<file path="config.mk">
export PLATFORM = sky130hd
export DESIGN_NAME = vga_seg_display_flat
export DESIGN_NICKNAME = d
export VERILOG_FILES = /design/src/rtl/vga_seg_display_if.sv /design/src/rtl/vga_seg_display.sv /design/src/flat_wrapper.sv
export SDC_FILE = /design/constraint.sdc
export NUM_CORES = 1
export LEC_CHECK = 0
export CAP_MARGIN = 0
export CORE_MARGIN = 2
export CORE_UTILIZATION = 53
export CTS_CLUSTER_DIAMETER = 60
export DETAILED_ROUTE_END_ITERATION = 10
export HOLD_SLACK_MARGIN = 0.06
export PLACE_DENSITY = 0.78
export SLEW_MARGIN = 20
export SYNTH_ARGS = -nofsm -noshare
export SYNTH_HDL_FRONTEND = slang
export SYNTH_SLANG_ARGS = --single-unit
</file>
<file path="constraint.sdc">
create_clock -name CLK -period 3.85 [get_ports CLK]
set_input_delay 0.77 -clock CLK [delete_from_list [all_inputs] [get_ports CLK]]
set_output_delay 0.77 -clock CLK [all_outputs]
set_load 0.02 [all_outputs]
</file>
<file path="src/rtl/vga_seg_display_if.sv">
// Signal bundle between the time-keeping logic and the seven-segment VGA renderer.
// Defining SEG_DISP_DIGIT_BLINK_EN adds the per-digit blink_mask input.
interface vga_seg_display_if #(
  parameter int NUM_DIGITS = 9
);
  logic [7*NUM_DIGITS-1:0] seg;
  logic                    colon_en;
`ifdef SEG_DISP_DIGIT_BLINK_EN
  logic [NUM_DIGITS-1:0]   blink_mask;
`endif
  logic                    frame_start;
  logic                    VGA_HS_O;
  logic                    VGA_VS_O;
  logic [3:0]              VGA_R;
  logic [3:0]              VGA_G;
  logic [3:0]              VGA_B;

`ifdef SEG_DISP_DIGIT_BLINK_EN
  modport master (output seg, colon_en, blink_mask,
                  input  frame_start, VGA_HS_O, VGA_VS_O, VGA_R, VGA_G, VGA_B);
  modport slave  (input  seg, colon_en, blink_mask,
                  output frame_start, VGA_HS_O, VGA_VS_O, VGA_R, VGA_G, VGA_B);
`else
  modport master (output seg, colon_en,
                  input  frame_start, VGA_HS_O, VGA_VS_O, VGA_R, VGA_G, VGA_B);
  modport slave  (input  seg, colon_en,
                  output frame_start, VGA_HS_O, VGA_VS_O, VGA_R, VGA_G, VGA_B);
`endif
endinterface

</file>
<file path="src/rtl/vga_seg_display.sv">
// 640x480@60 VGA renderer for a row of seven-segment digits with blinking colons.
// Optional SEG_DISP_DIGIT_BLINK_EN: per-digit blanking on the blink phase via blink_mask.
module vga_seg_display #(
  parameter int                    NUM_DIGITS   = 9,
  parameter int                    SEG_LEN      = 40,
  parameter int                    SEG_THK      = 5,
  parameter int                    DIGIT_GAP    = 25,
  parameter int                    X0           = 25,
  parameter int                    Y0           = 195,
  parameter logic [NUM_DIGITS-1:0] COLON_MASK   = 9'b000_010_100,
  parameter logic [11:0]           FG_RGB       = 12'hF00,
  parameter int                    BLINK_FRAMES = 30,
  parameter int                    H_VIS        = 640,
  parameter int                    H_FP         = 16,
  parameter int                    H_SYNC       = 96,
  parameter int                    H_BP         = 48,
  parameter int                    V_VIS        = 480,
  parameter int                    V_FP         = 10,
  parameter int                    V_SYNC       = 2,
  parameter int                    V_BP         = 33
) (
  input  logic               CLK,
  input  logic               RST_BTN,
  vga_seg_display_if.slave   bus
);
  localparam int H_TOT = H_VIS + H_FP + H_SYNC + H_BP;
  localparam int V_TOT = V_VIS + V_FP + V_SYNC + V_BP;
  localparam int HW    = $clog2(H_TOT);
  localparam int VW    = $clog2(V_TOT);
  localparam int FCW   = (BLINK_FRAMES > 1) ? $clog2(BLINK_FRAMES) : 1;
  localparam int T     = SEG_THK;
  localparam int L     = SEG_LEN;
  localparam int W     = L + 2*T;
  localparam int HH    = 2*L + 3*T;
  localparam int PITCH = W + DIGIT_GAP;
  localparam int CU    = W + (DIGIT_GAP - 2*T)/2;
  localparam int CV0   = L/2;
  localparam int CV1   = T + L + L/2;

  logic [1:0]              stb_cnt_r;
  logic [HW-1:0]           h_r;
  logic [VW-1:0]           v_r;
  logic [FCW-1:0]          fcnt_r;
  logic                    blink_ph_r;
  logic                    loaded_r;
  logic [7*NUM_DIGITS-1:0] shadow_r;
  logic                    fs_r;
  logic                    hs_r;
  logic                    vs_r;
  logic [11:0]             rgb_r;

  logic                    pix_stb_s;
  logic                    latch_s;
  logic                    visible_s;
  logic                    hsync_s;
  logic                    vsync_s;
  logic                    colon_on_s;
  logic                    hit_s;
  logic                    lit_s;
  logic [NUM_DIGITS-1:0]   dblank_s;
  int                      vp_s;

  function automatic logic in_rng(input int x, input int lo, input int hi);
    return (x >= lo) && (x < hi);
  endfunction

  // Segment bits are active-low, ordered {a,b,c,d,e,f,g}.
  function automatic logic seg_hit(input int u, input int vp, input logic [6:0] s);
    return (!s[6] && in_rng(u, T,   T+L) && in_rng(vp, 0,       T))
        || (!s[5] && in_rng(u, T+L, W)   && in_rng(vp, T,       T+L))
        || (!s[4] && in_rng(u, T+L, W)   && in_rng(vp, 2*T+L,   2*T+2*L))
        || (!s[3] && in_rng(u, T,   T+L) && in_rng(vp, 2*T+2*L, HH))
        || (!s[2] && in_rng(u, 0,   T)   && in_rng(vp, 2*T+L,   2*T+2*L))
        || (!s[1] && in_rng(u, 0,   T)   && in_rng(vp, T,       T+L))
        || (!s[0] && in_rng(u, T,   T+L) && in_rng(vp, T+L,     2*T+L));
  endfunction

  function automatic logic colon_hit(input int u, input int vp);
    return in_rng(u, CU, CU + 2*T)
        && (in_rng(vp, CV0, CV0 + 2*T) || in_rng(vp, CV1, CV1 + 2*T));
  endfunction

  assign pix_stb_s  = (stb_cnt_r == 2'd3);
  assign latch_s    = pix_stb_s && (h_r == {HW{1'b0}}) && (v_r == VW'(V_VIS));
  assign visible_s  = (h_r < HW'(H_VIS)) && (v_r < VW'(V_VIS));
  assign hsync_s    = (h_r >= HW'(H_VIS + H_FP)) && (h_r < HW'(H_VIS + H_FP + H_SYNC));
  assign vsync_s    = (v_r >= VW'(V_VIS + V_FP)) && (v_r < VW'(V_VIS + V_FP + V_SYNC));
  assign colon_on_s = bus.colon_en & ~blink_ph_r;
  assign vp_s       = int'(v_r) - Y0;

`ifdef SEG_DISP_DIGIT_BLINK_EN
  logic [NUM_DIGITS-1:0] mask_r;
  assign dblank_s = mask_r & {NUM_DIGITS{blink_ph_r}};

  // Digit blink mask shadow, loaded alongside the segment shadow
  always_ff @(posedge CLK or negedge RST_BTN) begin
    if (!RST_BTN) begin
      mask_r <= {NUM_DIGITS{1'b0}};
    end else if (latch_s) begin
      mask_r <= bus.blink_mask;
    end else begin
      mask_r <= mask_r;
    end
  end
`else
  assign dblank_s = {NUM_DIGITS{1'b0}};
`endif

  // Hit test of the current pixel against every digit and colon rectangle
  always_comb begin
    hit_s = 1'b0;
    for (int k = 0; k < NUM_DIGITS; k++) begin
      hit_s = hit_s
            | seg_hit(int'(h_r) - (X0 + k*PITCH), vp_s,
                      shadow_r[7*(NUM_DIGITS-1-k) +: 7] | {7{dblank_s[k]}})
            | (COLON_MASK[k] & colon_on_s & colon_hit(int'(h_r) - (X0 + k*PITCH), vp_s));
    end
  end

  // Nothing is drawn until a real segment frame has been latched
  assign lit_s = visible_s & loaded_r & hit_s;

  // Pixel strobe divider: one strobe every fourth CLK
  always_ff @(posedge CLK or negedge RST_BTN) begin
    if (!RST_BTN) begin
      stb_cnt_r <= 2'd0;
    end else begin
      stb_cnt_r <= stb_cnt_r + 2'd1;
    end
  end

  // Horizontal and vertical raster counters
  always_ff @(posedge CLK or negedge RST_BTN) begin
    if (!RST_BTN) begin
      h_r <= {HW{1'b0}};
      v_r <= {VW{1'b0}};
    end else if (pix_stb_s) begin
      if (h_r == HW'(H_TOT - 1)) begin
        h_r <= {HW{1'b0}};
        v_r <= (v_r == VW'(V_TOT - 1)) ? {VW{1'b0}} : v_r + VW'(1);
      end else begin
        h_r <= h_r + HW'(1);
      end
    end else begin
      h_r <= h_r;
    end
  end

  // Frame latch: segment shadow, frame counter and blink phase
  always_ff @(posedge CLK or negedge RST_BTN) begin
    if (!RST_BTN) begin
      shadow_r   <= {7*NUM_DIGITS{1'b1}};
      loaded_r   <= 1'b0;
      fcnt_r     <= {FCW{1'b0}};
      blink_ph_r <= 1'b0;
      fs_r       <= 1'b0;
    end else begin
      fs_r <= latch_s;
      if (latch_s) begin
        shadow_r <= bus.seg;
        loaded_r <= 1'b1;
        if (fcnt_r == FCW'(BLINK_FRAMES - 1)) begin
          fcnt_r     <= {FCW{1'b0}};
          blink_ph_r <= ~blink_ph_r;
        end else begin
          fcnt_r <= fcnt_r + FCW'(1);
        end
      end else begin
        shadow_r <= shadow_r;
      end
    end
  end

  // Sync and colour registered together so they stay pixel-aligned
  always_ff @(posedge CLK or negedge RST_BTN) begin
    if (!RST_BTN) begin
      hs_r  <= 1'b1;
      vs_r  <= 1'b1;
      rgb_r <= 12'h000;
    end else if (pix_stb_s) begin
      hs_r  <= ~hsync_s;
      vs_r  <= ~vsync_s;
      rgb_r <= lit_s ? FG_RGB : 12'h000;
    end else begin
      rgb_r <= rgb_r;
    end
  end

  assign bus.frame_start = fs_r;
  assign bus.VGA_HS_O    = hs_r;
  assign bus.VGA_VS_O    = vs_r;
  assign bus.VGA_R       = rgb_r[11:8];
  assign bus.VGA_G       = rgb_r[7:4];
  assign bus.VGA_B       = rgb_r[3:0];
endmodule

</file>
<file path="src/flat_wrapper.sv">
// flat-port wrapper written by rule: the top's interface ports become plain ports
module vga_seg_display_flat 
#(
  parameter int                    NUM_DIGITS   = 9,
  parameter int                    SEG_LEN      = 40,
  parameter int                    SEG_THK      = 5,
  parameter int                    DIGIT_GAP    = 25,
  parameter int                    X0           = 25,
  parameter int                    Y0           = 195,
  parameter logic [NUM_DIGITS-1:0] COLON_MASK   = 9'b000_010_100,
  parameter logic [11:0]           FG_RGB       = 12'hF00,
  parameter int                    BLINK_FRAMES = 30,
  parameter int                    H_VIS        = 640,
  parameter int                    H_FP         = 16,
  parameter int                    H_SYNC       = 96,
  parameter int                    H_BP         = 48,
  parameter int                    V_VIS        = 480,
  parameter int                    V_FP         = 10,
  parameter int                    V_SYNC       = 2,
  parameter int                    V_BP         = 33
)
  (CLK, RST_BTN, bus_seg, bus_colon_en, bus_frame_start, bus_VGA_HS_O, bus_VGA_VS_O, bus_VGA_R, bus_VGA_G, bus_VGA_B);
  vga_seg_display_if #(.NUM_DIGITS(NUM_DIGITS)) bus_i ();
  input  logic CLK;
  input  logic RST_BTN;
  input wire logic [$bits(bus_i.seg)-1:0] bus_seg;
  input wire logic [$bits(bus_i.colon_en)-1:0] bus_colon_en;
  output wire logic [$bits(bus_i.frame_start)-1:0] bus_frame_start;
  output wire logic [$bits(bus_i.VGA_HS_O)-1:0] bus_VGA_HS_O;
  output wire logic [$bits(bus_i.VGA_VS_O)-1:0] bus_VGA_VS_O;
  output wire logic [$bits(bus_i.VGA_R)-1:0] bus_VGA_R;
  output wire logic [$bits(bus_i.VGA_G)-1:0] bus_VGA_G;
  output wire logic [$bits(bus_i.VGA_B)-1:0] bus_VGA_B;
  assign bus_i.seg = bus_seg;
  assign bus_i.colon_en = bus_colon_en;
  assign bus_frame_start = bus_i.frame_start;
  assign bus_VGA_HS_O = bus_i.VGA_HS_O;
  assign bus_VGA_VS_O = bus_i.VGA_VS_O;
  assign bus_VGA_R = bus_i.VGA_R;
  assign bus_VGA_G = bus_i.VGA_G;
  assign bus_VGA_B = bus_i.VGA_B;
  vga_seg_display #(.NUM_DIGITS(NUM_DIGITS), .SEG_LEN(SEG_LEN), .SEG_THK(SEG_THK), .DIGIT_GAP(DIGIT_GAP), .X0(X0), .Y0(Y0), .COLON_MASK(COLON_MASK), .FG_RGB(FG_RGB), .BLINK_FRAMES(BLINK_FRAMES), .H_VIS(H_VIS), .H_FP(H_FP), .H_SYNC(H_SYNC), .H_BP(H_BP), .V_VIS(V_VIS), .V_FP(V_FP), .V_SYNC(V_SYNC), .V_BP(V_BP)) u_core (.CLK(CLK), .RST_BTN(RST_BTN), .bus(bus_i));
endmodule
</file>
=== After elaboration in Yosys (flattened, before gate mapping) ===
Cells that the tools add are included.

* Register bits: 107
* Input bits: 66
* Output and inout bits: 15
* Word-level logic and storage cells: 420

* $add $sub $neg: 14
* Magnitude comparators: 78
* Equal/unequal tests: 5
* Muxes and demuxes: 4
* Bitwise gates (word level): 18
* Reductions and logical operators: 290

{| class="wikitable"
|+ Operators with widths
! cell !! number
|-
| $lt A32 B7 Y1 const B || 20
|-
| $ge A32 B7 Y1 const B || 13
|-
| $ge A32 B1 Y1 const B || 10
|-
| $ge A32 B4 Y1 const B || 10
|-
| $lt A32 B4 Y1 const B || 10
|-
| $logic_and A1 B1 Y1 || 169
|-
| $lt A32 B8 Y1 const B || 5
|-
| $ge A32 B8 Y1 const B || 2
|-
| $logic_not A1 Y1 || 63
|-
| $logic_or A1 B1 Y1 || 55
|-
| $sub A10 B8 Y11 const B || 3
|-
| $sub A10 B9 Y11 const B || 3
|-
| $ge A32 B6 Y1 const B || 1
|-
| $lt A32 B6 Y1 const B || 1
|-
| $sub A10 B10 Y11 const B || 2
|-
| $add A10 B1 Y10 const B || 2
|-
| $eq A10 B10 Y1 const B || 2
|-
| $lt A10 B10 Y1 const B || 2
|-
| $lt A10 B9 Y1 const B || 2
|-
| $mux W10 || 2
|-
| $mux W12 || 1
|-
| $sub A10 B5 Y11 const B || 1
|-
| $sub A10 B7 Y11 const B || 1
|-
| $eq A10 B9 Y1 const B || 1
|-
| 12 further kinds || 28
|}

=== Depth between registers and ports, before layout ===
Gate-level depths: netlist of run 1.

* Word-level depth: 23
* Gate-level depth with buffers: 19
* Depth with buffers taken out: 15

=== Worst setup path before layout of run 1 ===
OpenSTA, ideal clock, no wires.

* Path type: flip-flop to flip-flop
* Start: reg u_core.h_r[2]
* End: reg u_core.rgb_r[10]
* Library setup time: 0.140 ns
* Arrival: 3.841 ns
* Data required time: 3.710 ns
* Slack: -0.131 ns
* Cell stages (with the launch flop): 16
* Path buffers: 3
* Period minus slack after synthesis: 3.981 ns
* Cell sequence: dfrtp_1 clkbuf_1 buf_2 inv_1 ha_1 and2_0 clkbuf_1 o31a_1 or2_2 nor4_1 ha_1 o221ai_1 o221ai_1 or4_1 a2111oi_2 a41oi_2

* Word-level cells in the longest chain between the ends: 23
* Elaborated cells on any way between the ends: 295
* Classes of those cells: add/sub (9); order compare (59); mux (1); bitwise (14); reduce/logical (212)

{| class="wikitable"
|+ RTL lines
! item !! RTL line !! text
|-
| start, declared || vga_seg_display.sv:41 || <nowiki>logic [HW-1:0] h_r;</nowiki>
|-
| start signal, assigned || vga_seg_display.sv:135 || <nowiki>h_r <= {HW{1'b0}};</nowiki>
|-
| start signal, assigned || vga_seg_display.sv:139 || <nowiki>h_r <= {HW{1'b0}};</nowiki>
|-
| start signal, assigned || vga_seg_display.sv:142 || <nowiki>h_r <= h_r + HW'(1);</nowiki>
|-
| $sub A10 B5 Y11 / $sub A10 B7 Y11 (equally long branches) || vga_seg_display.sv:114 || <nowiki>| seg_hit(int'(h_r) - (X0 + k*PITCH), vp_s,</nowiki>
|-
| $ge A32 B4 Y1 (tied with other cells) || vga_seg_display.sv:64 || <nowiki>return (x >= lo) && (x < hi);</nowiki>
|-
| $logic_and A1 B1 Y1 || vga_seg_display.sv:64 ||
|-
| $logic_and A1 B1 Y1 (on tied branches) (2 in a row) || vga_seg_display.sv:69, vga_seg_display.sv:70 ||
|-
| $logic_or A1 B1 Y1 || vga_seg_display.sv:70 || <nowiki>|| (!s[5] && in_rng(u, T+L, W) && in_rng(vp, T, T+L))</nowiki>
|-
| $logic_or A1 B1 Y1 || vga_seg_display.sv:71 || <nowiki>|| (!s[4] && in_rng(u, T+L, W) && in_rng(vp, 2*T+L, 2*T+2*L))</nowiki>
|-
| $logic_or A1 B1 Y1 || vga_seg_display.sv:72 || <nowiki>|| (!s[3] && in_rng(u, T, T+L) && in_rng(vp, 2*T+2*L, HH))</nowiki>
|-
| $logic_or A1 B1 Y1 || vga_seg_display.sv:73 || <nowiki>|| (!s[2] && in_rng(u, 0, T) && in_rng(vp, 2*T+L, 2*T+2*L))</nowiki>
|-
| $logic_or A1 B1 Y1 || vga_seg_display.sv:74 || <nowiki>|| (!s[1] && in_rng(u, 0, T) && in_rng(vp, T, T+L))</nowiki>
|-
| $logic_or A1 B1 Y1 || vga_seg_display.sv:75 || <nowiki>|| (!s[0] && in_rng(u, T, T+L) && in_rng(vp, T+L, 2*T+L));</nowiki>
|-
| $or A1 B1 Y1 (2 in a row) || vga_seg_display.sv:114 ||
|-
| $or A1 B1 Y1 || vga_seg_display.sv:116 || <nowiki>| (COLON_MASK[k] & colon_on_s & colon_hit(int'(h_r) - (X0 + k*PITCH), vp_s));</nowiki>
|-
| $or A1 B1 Y1 (2 in a row) || vga_seg_display.sv:114 ||
|-
| $or A1 B1 Y1 || vga_seg_display.sv:116 ||
|-
| $or A1 B1 Y1 (4 in a row) || vga_seg_display.sv:114 ||
|-
| $and A1 B1 Y1 (*) || vga_seg_display.sv:121 || <nowiki>assign lit_s = visible_s & loaded_r & hit_s;</nowiki>
|-
| $mux W12 (*) || vga_seg_display.sv:183 || <nowiki>rgb_r <= lit_s ? FG_RGB : 12'h000;</nowiki>
|-
| end signal, assigned || vga_seg_display.sv:183 ||
|-
| end signal, assigned || vga_seg_display.sv:185 || <nowiki>rgb_r <= rgb_r;</nowiki>
|-
| end, declared || vga_seg_display.sv:50 || <nowiki>logic [11:0] rgb_r;</nowiki>
|}

Mark *: on every way between the ends. The rest lies on a longest branch, timed or not.
A chain may end at the register's enable or synchronous reset.

=== Worst setup path in the final report of run 1 ===
Ends and elaborated chain as after synthesis.

==> impl_metrics.yaml, run 1 <==
status:
  status: "complete, no violations"
setup_path:
  timing.critical_path.arrival_ns: 3.81
  crit_type: "flop to flop"
  most_prevalent_standard_cell_on_the_critical_path: "sky130_fd_sc_hd__ha_1"
  worstPathMaxFanout: 4
  critical_register_to_register_path_startpoint: "u_core.h_r[2]"
  worstSetupStartpointType: "flop"
  r2r-end: "u_core.rgb_r[10]"
  reg2regPathDepth: 13
  path_cells: "clkinvlp_4 > ha_1 > a21boi_4 > nand4_1 > a211oi_1 > o21bai_1 > nor4_1 > ha_1 > o221ai_2 > o221ai_1 > or4_1 > a2111oi_2 > a41oi_2"
  reg2reg_slack_ns: 0.26
  timing.critical_path.required_ns: 4.07
  setup.worst_path.end_class: "flop"
  slowest_delay_ns: 0.45
  slowest_cp_cell: "sky130_fd_sc_hd__or4_1"
  setup.worst_path.start: "u_core.h_r[2]"
flow_run:
  cap_violations: 0
pwr:
  power.ir.vdd_worst_mv: 0.231
  pwr_density_cell_nw_per_um2: 214
  leakage_dissipation_nw: 3.63
floorplan:
  core_area_um2: 14600
  placementRows: 44
  die_h_um: 127
  top_level_ports: 81
  die-area_um2: 16100
  die-width_um: 127
  start_util: 0.548
routing:
  detailed_route_via_count: 8289
  detail_route.vias_per_cell: 6.43
  routed_wl_um: 27100
  drc: 0
  first_iter_violations: 1070
  detailedRoute.firstPassIterationCount: 7
  wire_per_inst_um: 21.0
  ant_nets: 0
sta:
  worst_pin_slew_ns: 0.844
  setup_tns_after_final_layout_ns: 0
  finalClockSkew_ns: 0.0101
  finalCritPeriodShare: 0.933
  hold_slack_ns: 0.422
  final_max_slew_viol_count: 0
  final_hold_vios: 0
  maxClockFrequency_mhz: 278
  relSlewSlack: 0.437
  grt_setup_unrepaired: "no"
  finalSetupViolCount: 0
  final_critical_path_required_period_ns: 3.59
placed_design:
  gp_congestion: 1.08
  post-dp-hpwl_um: 20300
  io_buffers: 72
logic_synthesis:
  synth_cells: 1051
  synth_warnings: 0
  synth.ff_latch_count: 96
  yosys.cell_types.count: 96
  share_of_async_settable_or_async_resettable_flops_after_synthesis: 1.00
  synth_enable_flop_cells: 0
  post_synth_instance_area_um2: 8020
  seq_total_area_yosys: 0.310
  yosys_most_used_dff: "sky130_fd_sc_hd__dfstp_2"
  syn_area_cell_um2: 7.63
finish:
  layout.nets: 1191
  syn_to_final_growth_pct: 15.7
  post_route_cells_drive_above_1_share: 0.153
  diodes: 0
clocking:
  cts_clk_pin_slew_worst_paths_ns: 0.07
  hold_buffers: 0
  clkLatencyLatePin_ns: 0.36
  tritoncts: "done"
  cts-buffers-inserted: 9
  clock_path_buffers: 2
  setup_fix_buffers_added_after_clock_tree_synthesis: 0
  htree_levels: 3
  post_cts_resized: 0
  ctsRootBufferMaster: "sky130_fd_sc_hd__clkbuf_16"
  clock_sink_count: 96
global_route:
  gr-usage-all-layers: 0.342
  grt_pass1_vias: 7701
  grt_first_pass_wirelength_um: 43100
  grt_max_degree: 85
  globalRoute.totalOverflow: 0
  antenna_found_initial: 0
min_path:
  min_delay_worst_type: "primary input to asynchronous set/reset pin"
[how the worst max path moves through the flow]
stage	depth (start not counted)	slack, ns	end
after floorplan	15	0.02	u_core.rgb_r[10]
after global placement	14	0.33	u_core.rgb_r[10]
after detailed placement	13	0.19	u_core.rgb_r[10]
after CTS	13	0.16	u_core.rgb_r[10]
after global routing	13	0.03	u_core.rgb_r[10]
final	13	0.26	u_core.rgb_r[10]
[registers in the layout (all words and copies together), names as in the netlist]
name and flops:
u_core.blink_ph_r 1, u_core.bus.VGA_HS_O 1, u_core.bus.VGA_VS_O 1, u_core.bus.frame_start 1
u_core.fcnt_r 5, u_core.h_r 10, u_core.loaded_r 1, u_core.rgb_r 1
u_core.shadow_r 63, u_core.stb_cnt_r 2, u_core.v_r 10
[synthesized netlist by cell type, types with 15 or more instances]
cell                       instances  area (µm²)
sky130_fd_sc_hd__nor2_1           52         195
sky130_fd_sc_hd__a21oi_1          45         225
sky130_fd_sc_hd__nand4_1          21         131
sky130_fd_sc_hd__nor3_1           34         170
sky130_fd_sc_hd__clkbuf_1         38         143
sky130_fd_sc_hd__nand2_1         245         920
sky130_fd_sc_hd__buf_2            33         165
sky130_fd_sc_hd__nand3_1          39         195
sky130_fd_sc_hd__dfstp_2          65        1710
sky130_fd_sc_hd__o22ai_1          18         113
sky130_fd_sc_hd__ha_1             25         313
sky130_fd_sc_hd__o21ai_0          46         230
sky130_fd_sc_hd__xnor2_1          22         193
sky130_fd_sc_hd__buf_4            15         113
sky130_fd_sc_hd__dfrtp_1          31         776
sky130_fd_sc_hd__inv_1            26        97.6
sky130_fd_sc_hd__a211oi_1         15         113
sky130_fd_sc_hd__nand2b_1         18         113
[per-stage QoR]
stage                      util  instances  power [W]  instance area [µm²]  setup WS, ns
after floorplan               -       1058    0.00104                 8060        0.0208
after global placement    0.613       1273    0.00112                 8980         0.328
after detailed placement  0.613       1273    0.00112                 8980         0.193
after CTS                 0.633       1289    0.00200                 9270         0.157
after global routing      0.634       1289    0.00205                 9280        0.0302
final                     0.634       1289    0.00199                 9280         0.257
[power breakdown]
part           switching, W  total (W)  leakage [nW]  internal, W
Sequential                0    0.00101          1.10      0.00101
Combinational     0.0000352  0.0000939          2.38    0.0000587
Clock              0.000419   0.000883         0.140     0.000464
Total              0.000454    0.00199          3.63      0.00153
[cell families (layout without fill, tap and decap cells)]
group / after synthesis / in the layout / share of synthesized area
simple gates: 519 / 519 / 0.317
compound gates: 262 / 262 / 0.232
buf+inv: 117 / 164 / 0.0679
flops: 96 / 96 / 0.310
xor+xnor: 30 / 30 / 0.0328
fa+ha+maj: 25 / 25 / 0.0390
other cells: 1 / 8 / 0.000467
mux: 1 / 1 / 0.00125
[routing by layer]
metal,wire length [µm],vias to the layer above,GRT usage,part of all wire
li1,-,3868,-,-
met3,2210,71,0.0683,0.081
met4,1150,0,0.147,0.042
met1,11800,3898,0.475,0.44
met5,0,-,0,0
met2,11900,452,0.521,0.44
[placed cells by master, fill, tap and decap left out, types with 9 or more instances in the layout]
| cell type | count |
|---|---|
| sky130_fd_sc_hd__buf_4 | 44 |
| sky130_fd_sc_hd__clkdlybuf4s50_1 | 71 |
| sky130_fd_sc_hd__nor2b_1 | 14 |
| sky130_fd_sc_hd__a31oi_1 | 14 |
| sky130_fd_sc_hd__nor3_1 | 33 |
| sky130_fd_sc_hd__a21o_1 | 10 |
| sky130_fd_sc_hd__nand3_1 | 39 |
| sky130_fd_sc_hd__dfstp_2 | 65 |
| sky130_fd_sc_hd__nor4_1 | 12 |
| sky130_fd_sc_hd__o22ai_1 | 18 |
| sky130_fd_sc_hd__nor3b_1 | 9 |
| sky130_fd_sc_hd__nand4_1 | 21 |
| sky130_fd_sc_hd__or3_1 | 11 |
| sky130_fd_sc_hd__o211ai_1 | 13 |
| sky130_fd_sc_hd__nand2_1 | 245 |
| sky130_fd_sc_hd__and2_1 | 9 |
| sky130_fd_sc_hd__a211oi_1 | 14 |
| sky130_fd_sc_hd__clkbuf_16 | 9 |
| sky130_fd_sc_hd__o21ai_0 | 46 |
| sky130_fd_sc_hd__a21oi_1 | 45 |
| sky130_fd_sc_hd__inv_1 | 25 |
| sky130_fd_sc_hd__nor2_1 | 52 |
| sky130_fd_sc_hd__dfrtp_1 | 31 |
| sky130_fd_sc_hd__nand2b_1 | 18 |
| sky130_fd_sc_hd__xnor2_1 | 22 |
| sky130_fd_sc_hd__ha_1 | 23 |
[worst max-delay path, delay by kind of cell, from the launching register on]
| family | cells | cell delay (ns) |
|---|---|---|
| buffers and inverters | 1 | 0.14 |
| adders and majority gates | 2 | 0.53 |
| DFF | 1 | 0.39 |
| and+or+nand+nor | 3 | 0.90 |
| AOI/OAI and AO/OA | 7 | 1.49 |
[layout make-up]
type | instances | area (µm²)
Multi-Input combinational cell | 845 | 5040
Clock buffer | 10 | 239
Timing Repair Buffer | 120 | 1130
Inverter | 28 | 109
Fill cell | 1302 | 5360
Tap cell | 184 | 230
Sequential cell | 96 | 2480
Clock inverter | 6 | 47.5
(Power assumes the default switching activity.)
==> inputs of run 2 (changes only) <==
- MAX_ROUTING_LAYER: default -> met4
==> run 2 against run 1 <==
Compared with the run above: cell count rose by 0.47%; first-iteration DRC count rose by 6.1%; worst hold slack got worse by 0.0098 ns; via count rose by 1.2%.
==> impl_metrics.yaml, run 2 (synthesis gave the netlist of run 1 again) <==
finish:
  largest_regs: "u_core.shadow_r (63), u_core.h_r (10), u_core.v_r (10)"
  n_fill_cell: 1275
  flip_flop_count_of_the_largest_register_after_layout: 63
  most_common_cell_after_layout_fill_and_taps_aside: "sky130_fd_sc_hd__nand2_1"
  final_core_util: 0.638
  max_flop_register: "u_core.shadow_r"
  layout.nets: 1197
  post_route_cells_drive_above_1_share: 0.157
  most-common-layout-cells: "sky130_fd_sc_hd__nand2_1 (245), sky130_fd_sc_hd__clkdlybuf4s50_1 (71), sky130_fd_sc_hd__dfstp_2 (65), sky130_fd_sc_hd__nor2_1 (52), sky130_fd_sc_hd__buf_4 (52)"
  syn_to_final_growth_pct: 16.5
  regArea_um2: 2480
  multi_input_area_um2: 5040
  final_design_area_no_fill_um2: 9350
  diodes: 0
pwr:
  power.share.combinational: 0.045
  total_switching_power_w: 0.000489
  sw_frac_of_total: 0.231
  pwr_density_cell_nw_per_um2: 227
  pwr-share-clk: 0.478
  power.internal_w: 0.00163
  leakage_dissipation_nw: 3.68
  total_power_w: 0.00212
  power.ir.vdd_worst_mv: 0.200
  power.sequential.fraction: 0.477
placed_design:
  io_buffers: 72
  placed_area_um2: 8980
  post-dp-hpwl_um: 20300
  gp_congestion: 1.06
setup_path:
  path_buf_inv: 1
  critical-path-top-delay-family: "simple AND/OR/NAND/NOR gates"
  crit_type: "flop to flop"
  timing.critical_path.required_ns: 4.09
  timing.critical_path.arrival_ns: 3.85
  most_prevalent_standard_cell_on_the_critical_path: "sky130_fd_sc_hd__o221ai_1"
  slowest_delay_ns: 0.44
  setup.worst_path.end_class: "flop"
  worstPathMaxFanout: 8
  slowest_cp_cell: "sky130_fd_sc_hd__or4_1"
  path_cells: "clkinvlp_4 > ha_2 > and2_1 > o31a_1 > or2_2 > nor4_2 > ha_1 > o221ai_1 > o221ai_1 > or4_1 > a2111oi_2 > a41oi_2"
  worstSetupStartpointType: "flop"
routing:
  first_iter_violations: 1135
  detail_route.vias_per_cell: 6.48
  detailedRoute.firstPassIterationCount: 7
  detailed_route_via_count: 8391
  drc: 0
  ant_nets: 0
  routed_wl_um: 27200
  wire_per_inst_um: 21.0
clocking:
  ctsRootBufferMaster: "sky130_fd_sc_hd__clkbuf_16"
  clock_path_buffers: 2
  clock_sink_count: 96
  htree_levels: 3
  tritoncts: "done"
  hold_buffers: 0
  cts_clk_pin_slew_worst_paths_ns: 0.08
  clkLatencyLatePin_ns: 0.36
  cts-buffers-inserted: 9
floorplan:
  core_area_um2: 14600
  top_level_ports: 81
  die_h_um: 127
  die-width_um: 127
  start_util: 0.548
  die-area_um2: 16100
  placementRows: 44
global_route:
  grt_first_pass_wirelength_um: 43700
  grt_max_degree: 82
  antenna_found_initial: 0
  grt_pass1_vias: 7990
  globalRoute.totalOverflow: 0
  gr-usage-all-layers: 0.352
sta:
  relSlewSlack: 0.368
  final_critical_path_required_period_ns: 3.61
  finalCritPeriodShare: 0.939
  maxClockFrequency_mhz: 277
  finalClockSkew_ns: 0.0146
  hold_slack_ns: 0.412
  grt_setup_unrepaired: "no"
  setup_tns_after_final_layout_ns: 0
  final_hold_vios: 0
  final_max_slew_viol_count: 0
  worst_pin_slew_ns: 0.942
  finalSetupViolCount: 0
status:
  status: "complete, no violations"
min_path:
  min_delay_worst_type: "primary input to asynchronous set/reset pin"
flow_run:
  cap_violations: 0
## run 2: cell types whose count changed in the layout (fill, tap and decap cells not counted), moves of 2 or more
| cell | before | now |
|---|---|---|
| sky130_fd_sc_hd__inv_8 | 0 | 3 |
| sky130_fd_sc_hd__inv_6 | 4 | 1 |
| sky130_fd_sc_hd__buf_4 | 44 | 52 |
| sky130_fd_sc_hd__buf_12 | 4 | 2 |
## run 2: area by class of cell
class,instances,area share
Clock inverter,6,0.00857
Tap cell,184,0.0246
Multi-Input combinational cell,845,0.539
Sequential cell,96,0.266
Clock buffer,10,0.0268
Inverter,28,0.0116
Timing Repair Buffer,126,0.123
## run 2: path summary, 6_finish.rpt
path                                     startpoint             endpoint  slack, ns  cells after the start
worst max register to register        u_core.h_r[2]     u_core.rgb_r[10]       0.24                     12
min in group CLK                u_core.stb_cnt_r[0]  u_core.stb_cnt_r[0]       0.43                      1
max in group asynchronous                   RST_BTN  u_core.shadow_r[45]       2.57                      2
worst min register to register  u_core.stb_cnt_r[0]  u_core.stb_cnt_r[0]       0.43                      1
worst max-delay path                  u_core.h_r[2]     u_core.rgb_r[10]       0.24                     12
worst min-delay path                        RST_BTN        u_core.h_r[6]       0.41                      1
## run 2: routing by layer
metal	share of wire	vias up	global-route usage
met5	0	-	-
met1	0.44	3881	0.488
met2	0.43	530	0.508
li1	-	3873	-
met4	0.045	0	0.143
met3	0.090	107	0.0699
## run 2: repair_timing
item	in CTS	in global routing
setup buffers	0	3
setup endpoints to repair	0	1
resized for setup	0	3
## run 2: power by group through the flow
stage,clock (W),combinational [W],sequential (W)
floorplan,0,0.0000142,0.00103
global placement,0,0.0000940,0.00103
detailed placement,0,0.0000947,0.00103
CTS,0.00101,0.0000954,0.00101
global route,0.00106,0.000104,0.00101
finish,0.00101,0.0000944,0.00101
## run 2: stage by stage
step,instances,setup WS [ns]
finish,1295,0.235
CTS,1292,0.126
global placement,1276,0.282
global route,1295,0.00464
floorplan,1058,0.0208
detailed placement,1276,0.146
==> RTL edit 1 (config.mk and constraints of run 2) <==
`V_FP` is set to 10 in 2 places; all go to 9.
--- a/src/rtl/vga_seg_display.sv
+++ b/src/rtl/vga_seg_display.sv
@@ -16,5 +16,5 @@
   parameter int                    H_BP         = 48,
   parameter int                    V_VIS        = 480,
-  parameter int                    V_FP         = 10,
+  parameter int                    V_FP         = 9,
   parameter int                    V_SYNC       = 2,
   parameter int                    V_BP         = 33
--- a/src/flat_wrapper.sv
+++ b/src/flat_wrapper.sv
@@ -16,5 +16,5 @@
   parameter int                    H_BP         = 48,
   parameter int                    V_VIS        = 480,
-  parameter int                    V_FP         = 10,
+  parameter int                    V_FP         = 9,
   parameter int                    V_SYNC       = 2,
   parameter int                    V_BP         = 33
Check against the original RTL: no difference found for any inputs over 10 cycles, from zero or initial values and one cycle with RST_BTN low; that may be too few to reach the edited logic, so the function may still have changed.
==> RTL edit 1 against run 2 <==
- clock skew is essentially flat
- combinational power grew 1%
- area after synthesis grew 1.4%
- power shrank 3.5%
- critical path depth is the same
- cell area grew 1.9%
- worst setup slack gained 0.022 ns
- sequential cell count is the same
- clock power shrank 7%
- routed wire length grew 2.7%
- largest cell class unchanged
==> RTL edit 1: results (changes against run 2) <==
* Crit path max-delay cell type: ha_1
* Post CTS Setup Buffer Count at 0 (unchanged)
* Worst Setup EP: u_core.rgb_r[10]$_DFFE_PN0P_
* M3 GR Usage at 6.59% (-0.40 points)
* Met1 wire length at 11800 um (-0.55%)
* VDD IR max at 0.192 mV (-4.0%)
* GPL Wtd Cong at 1.06 (about the same)
* Grt met1 use at 48.4% (-0.40 points)
* Regs by FF count: u_core.shadow_r (63), u_core.h_r (10), u_core.v_r (10)
* Slew @ Worst Pin at 0.677 ns (-0.265 ns)
* Met2 wire length at 12200 um (+4.2%)
* Status: complete, no violations
* CP startpoint: u_core.v_r[0]$_DFFE_PN0P_
* Ratio of cells with drive above 1 in the final layout at 14.6% (-1.1 points)
* Crit path DAT at 3.89 ns (+0.04 ns)
* Clock Power Share at 45.9% (-1.9 points)
* Grt met2 use at 51.1% (+0.33 points)
* Antenna diode count at 0 (unchanged)
* DP HPWL at 20500 um (+1.5%)
* Skew final at 0.0151 ns (+0.000491 ns)
* Total GRT Usage at 35.4% (+0.12 points)
* DR vias at 8726 (+4.0%)
* DR WL met3 at 2710 um (+11%)
* Int Pwr at 0.00154 W (-5.7%)
* Register area share after synthesis at 30.5% (-0.44 points)
* DRT Wirelength at 27900 um (+2.7%)
* Synth top area cells: dfstp_2 (21%), nand2_1 (11%), dfrtp_1 (9.5%), o21ai_0 (4.4%), ha_1 (4.2%)
* Commonest cells in the netlist: nand2_1 (233), o21ai_0 (71), clkbuf_1 (67)
* Internal reg-to-reg setup slack at 0.26 ns (+0.02 ns)
* Placed Instances at 1316 (+3.1%)
* Largest net degree at the start of global routing at 73 (-11%)
* Global-route wire length before repair at 43900 um (+0.33%)
* H-tree levels at 3 (unchanged)
* IO buf count at 72 (unchanged)
* Drt initial violations at 971 (-14%)
* CTS-repair resized insts at 0 (unchanged)
* Buffer depth of the longest clock path at 2 (unchanged)
* Leakage at 3.85 nW (+4.7%)
* Crit Path Max Fanout at 15 (+7)
* Pre-antenna DRT Iters at 6 (-1)
* Distinct cells, synth at 86 (-10%)
* Nets at 1232 (+2.9%)
* Reg2Reg Depth at 12 (unchanged)
* Clk Tree Root Cell: clkbuf_16
* Max stage delay on crit path at 0.58 ns (+0.14 ns)
* Vias per cell at 6.55 (+1.1%)
* Comb group at 0.0000956 W (+1%)
* Number of global-route vias before repair at 8005 (+0.19%)
* Post-Syn Instances at 1084 (+3.1%)
==> RTL edit 1: cell types whose count changed in the layout (fill, tap and decap cells not counted), moves of 6 or more <==
cell / change
nor4_1: +10
nor3b_1: -6
nor2_1: +6
and3_1: +7
nand3_1: -7
o21ai_0: +25
o31ai_1: +6
nand2_1: -12
==> RTL edit 1: cell families (layout without fill, tap and decap cells) <==
family                     Yosys count  count (layout)  synth area share [%]
and+or+nand+nor                    507             507                  30.1
muxes                                9               9                  1.15
DFF                                 96              96                  30.5
AOI/OAI and AO/OA                  289             289                  24.1
xor gates and xnor gates            35              35                  3.77
buffers and inverters              120             173                  6.18
adders and majority gates           27              27                  4.15
other                                1               8                0.0461
==> RTL edit 1: metrics by stage <==
| step | total power, W | setup WS [ns] | cell area [um2] | utilization [%] | hold WS, ns |
|---|---|---|---|---|---|
| after detailed placement | 0.00112 | 0.283 | 9200 | 61.0 | 0.422 |
| after global routing | 0.00210 | 0.0273 | 9520 | 63.1 | 0.444 |
| after global placement | 0.00112 | 0.268 | 9200 | 61.0 | 0.419 |
| after CTS | 0.00206 | 0.254 | 9500 | 63.0 | 0.410 |
| after floorplan | 0.00104 | 0.0198 | 8160 | - | 0.401 |
| final | 0.00204 | 0.257 | 9520 | 63.1 | 0.412 |
==> RTL edit 1: worst max-delay path: cells and delay by family (launching register included) <==
kind	cells	cell delay [ns]
and+or+nand+nor	6	1.50
AOI/OAI and AO/OA	4	0.71
adders and majority gates	1	0.58
DFF	1	0.42
buffers and inverters	1	0.30
==> RTL edit 1: area by class of cell <==
cell class / count / area [um2]
fill: 1349 / 5570
multi-input combinational: 875 / 5200
sequential: 96 / 2480
timing repair buffer: 131 / 1200
tap: 188 / 235
clock buffer: 9 / 225
inverter: 26 / 97.6
clock inverter: 7 / 80.1
==> RTL edit 2 (settings of run 2) <==
Without the edit above. One comparison of `fcnt_r` changes from == to >=.
--- a/src/rtl/vga_seg_display.sv
+++ b/src/rtl/vga_seg_display.sv
@@ -160,5 +160,5 @@
         shadow_r <= bus.seg;
         loaded_r <= 1'b1;
-        if (fcnt_r == FCW'(BLINK_FRAMES - 1)) begin
+        if (fcnt_r >= FCW'(BLINK_FRAMES - 1)) begin
           fcnt_r     <= {FCW{1'b0}};
           blink_ph_r <= ~blink_ph_r;
Check against the original RTL: same outputs for any inputs over 10 cycles, from zero or initial values and one cycle with RST_BTN low; that may be too few to reach the edited logic, so the function may still have changed.
==> RTL edit 2 against run 2 <==
- global-route usage rose by 0.50 points
- core utilization down 1.2 points
- die area up 0.63%
- sequential cell count stayed put
- cell area increased by 0.67%
- synthesized cell count grew 0.86%
- worst setup slack gained 0.014 ns
- combinational power grew 2%
- routed wire length increased by 2.8%
- power decreased by 3.0%
- via count up 2.3%
- area after synthesis increased by 0.66%
- critical endpoint unchanged
==> RTL edit 2: results (changes against run 2) <==
* Nets at 1211 (+1.2%)
* VDD IR max at 0.251 mV (+26%)
* Worst-path clk slew at 0.08 ns (about the same)
* Synth top area cells: dfstp_2 (21%), nand2_1 (11%), dfrtp_1 (9.6%), ha_1 (3.9%), o21ai_0 (3.8%)
* WL/cell at 21.3 um (+1.3%)
* Slew HR at 32.5% (-4.3 points)
* Distinct cells, synth at 88 (-8.3%)
* Worst Setup EP: u_core.rgb_r[10]$_DFFE_PN0P_
* Largest net degree at the start of global routing at 72 (-12%)
* Antenna Nets Post-Route at 0 (unchanged)
* DR vias at 8580 (+2.3%)
* IO buf count at 72 (unchanged)
* Drt initial violations at 1141 (+0.53%)
* CP top delay family: compound AO/OA/AOI/OAI gates
* Placement Setup Slack at 0.310 ns (+0.165 ns)
* Num CTS Buffers at 9 (unchanged)
* Crit path max-delay cell type: o32ai_1
* Max stage delay on crit path at 0.54 ns (+0.10 ns)
* Crit Path Max Fanout at 9 (+1)
* Crit path DAT at 3.84 ns (about the same)
* Yosys warns at 0 (unchanged)
* Hold path endpoint: u_core.stb_cnt_r[0]$_DFF_PN0_
* Fill count at 1339 (+5.0%)
* Pre-antenna DRT Iters at 7 (unchanged)
* Clk Tree Root Cell: clkbuf_16
* Hold path depth at 1
* Status: complete, no violations
* Total GRT Usage at 35.7% (+0.50 points)
* Register area share after synthesis at 30.8% (-0.20 points)
* Buffer depth of the longest clock path at 2 (unchanged)
* Skew final at 0.0105 ns (-0.00414 ns)
* Commonest cells in the netlist: nand2_1 (238), dfstp_2 (65), o21ai_0 (61)
* Leakage at 3.70 nW (+0.61%)
* Global-route wire length before repair at 43900 um (+0.46%)
* Latest clock arrival within the worst-skew pair at 0.37 ns
* Internal reg-to-reg setup slack at 0.25 ns
* DP HPWL at 21200 um (+4.9%)
* RR Endpoint: u_core.rgb_r[10]$_DFFE_PN0P_
* Number of global-route vias before repair at 7827 (-2.0%)
* Hold path startpoint: u_core.stb_cnt_r[0]$_DFF_PN0_
* GPL Wtd Cong at 1.08 (+1.6%)
* Async S/R FF share, synth at 100% (unchanged)
* Ratio of cells with drive above 1 in the final layout at 14.4% (-1.3 points)
* Hold/Removal Path Class: reg2reg
* Crit Path Category: reg2reg
* Initial antenna violation count at 1 (+1)
* Tmin final at 3.60 ns (-0.0141 ns)
[RTL edit 2: cell families (layout without fill, tap and decap cells)]
logic type                 count (synthesis)  count (layout)  synth area share [%]
other                                      1               9                0.0464
AOI/OAI and AO/OA                        271             271                  23.4
and+or+nand+nor                          511             511                  30.9
DFF                                       96              96                  30.8
adders and majority gates                 25              25                  3.87
buffers and inverters                    112             170                  6.14
muxes                                      7               7                 0.883
xor gates and xnor gates                  37              37                  4.01
[RTL edit 2: where the power goes]
group          switching [W]  internal [W]
registers                  0       0.00101
logic              0.0000354     0.0000609
clock network       0.000481      0.000467
[RTL edit 2: area by class of cell]
type	count	area (um2)	share of cell area [%]
Timing Repair Buffer	122	1120	11.9
Sequential cell	96	2480	26.4
Tap cell	188	235	2.50
Multi-Input combinational cell	859	5140	54.6
Clock buffer	9	225	2.39
Clock inverter	7	85.1	0.904
Inverter	32	120	1.28
Antenna cell	1	2.50	0.0266
[RTL edit 2: metrics by stage]
step                area, um2  std cells  hold slack (ns)  utilization [%]  total power [W]
floorplan                8100       1067            0.401                -          0.00104
global placement         9080       1297            0.415             60.4          0.00112
detailed placement       9080       1297            0.422             60.4          0.00113
CTS                      9400       1313            0.433             62.5          0.00206
global route             9410       1314            0.446             62.6          0.00211
finish                   9410       1314            0.425             62.6          0.00205
[RTL edit 2: routing by layer]
layer	up-vias	routed length (um)	track usage, %
li1	3936	-	-
met1	3981	11600	49.1
met2	571	12300	51.8
met3	92	2770	6.03
met4	0	1280	16.0
met5	-	0	-
[RTL edit 2: repair_timing]
action	in CTS	in global routing
hold buffers	0	0
setup endpoints to repair	0	1
hold endpoints to repair	0	0
gates resized for setup	0	2
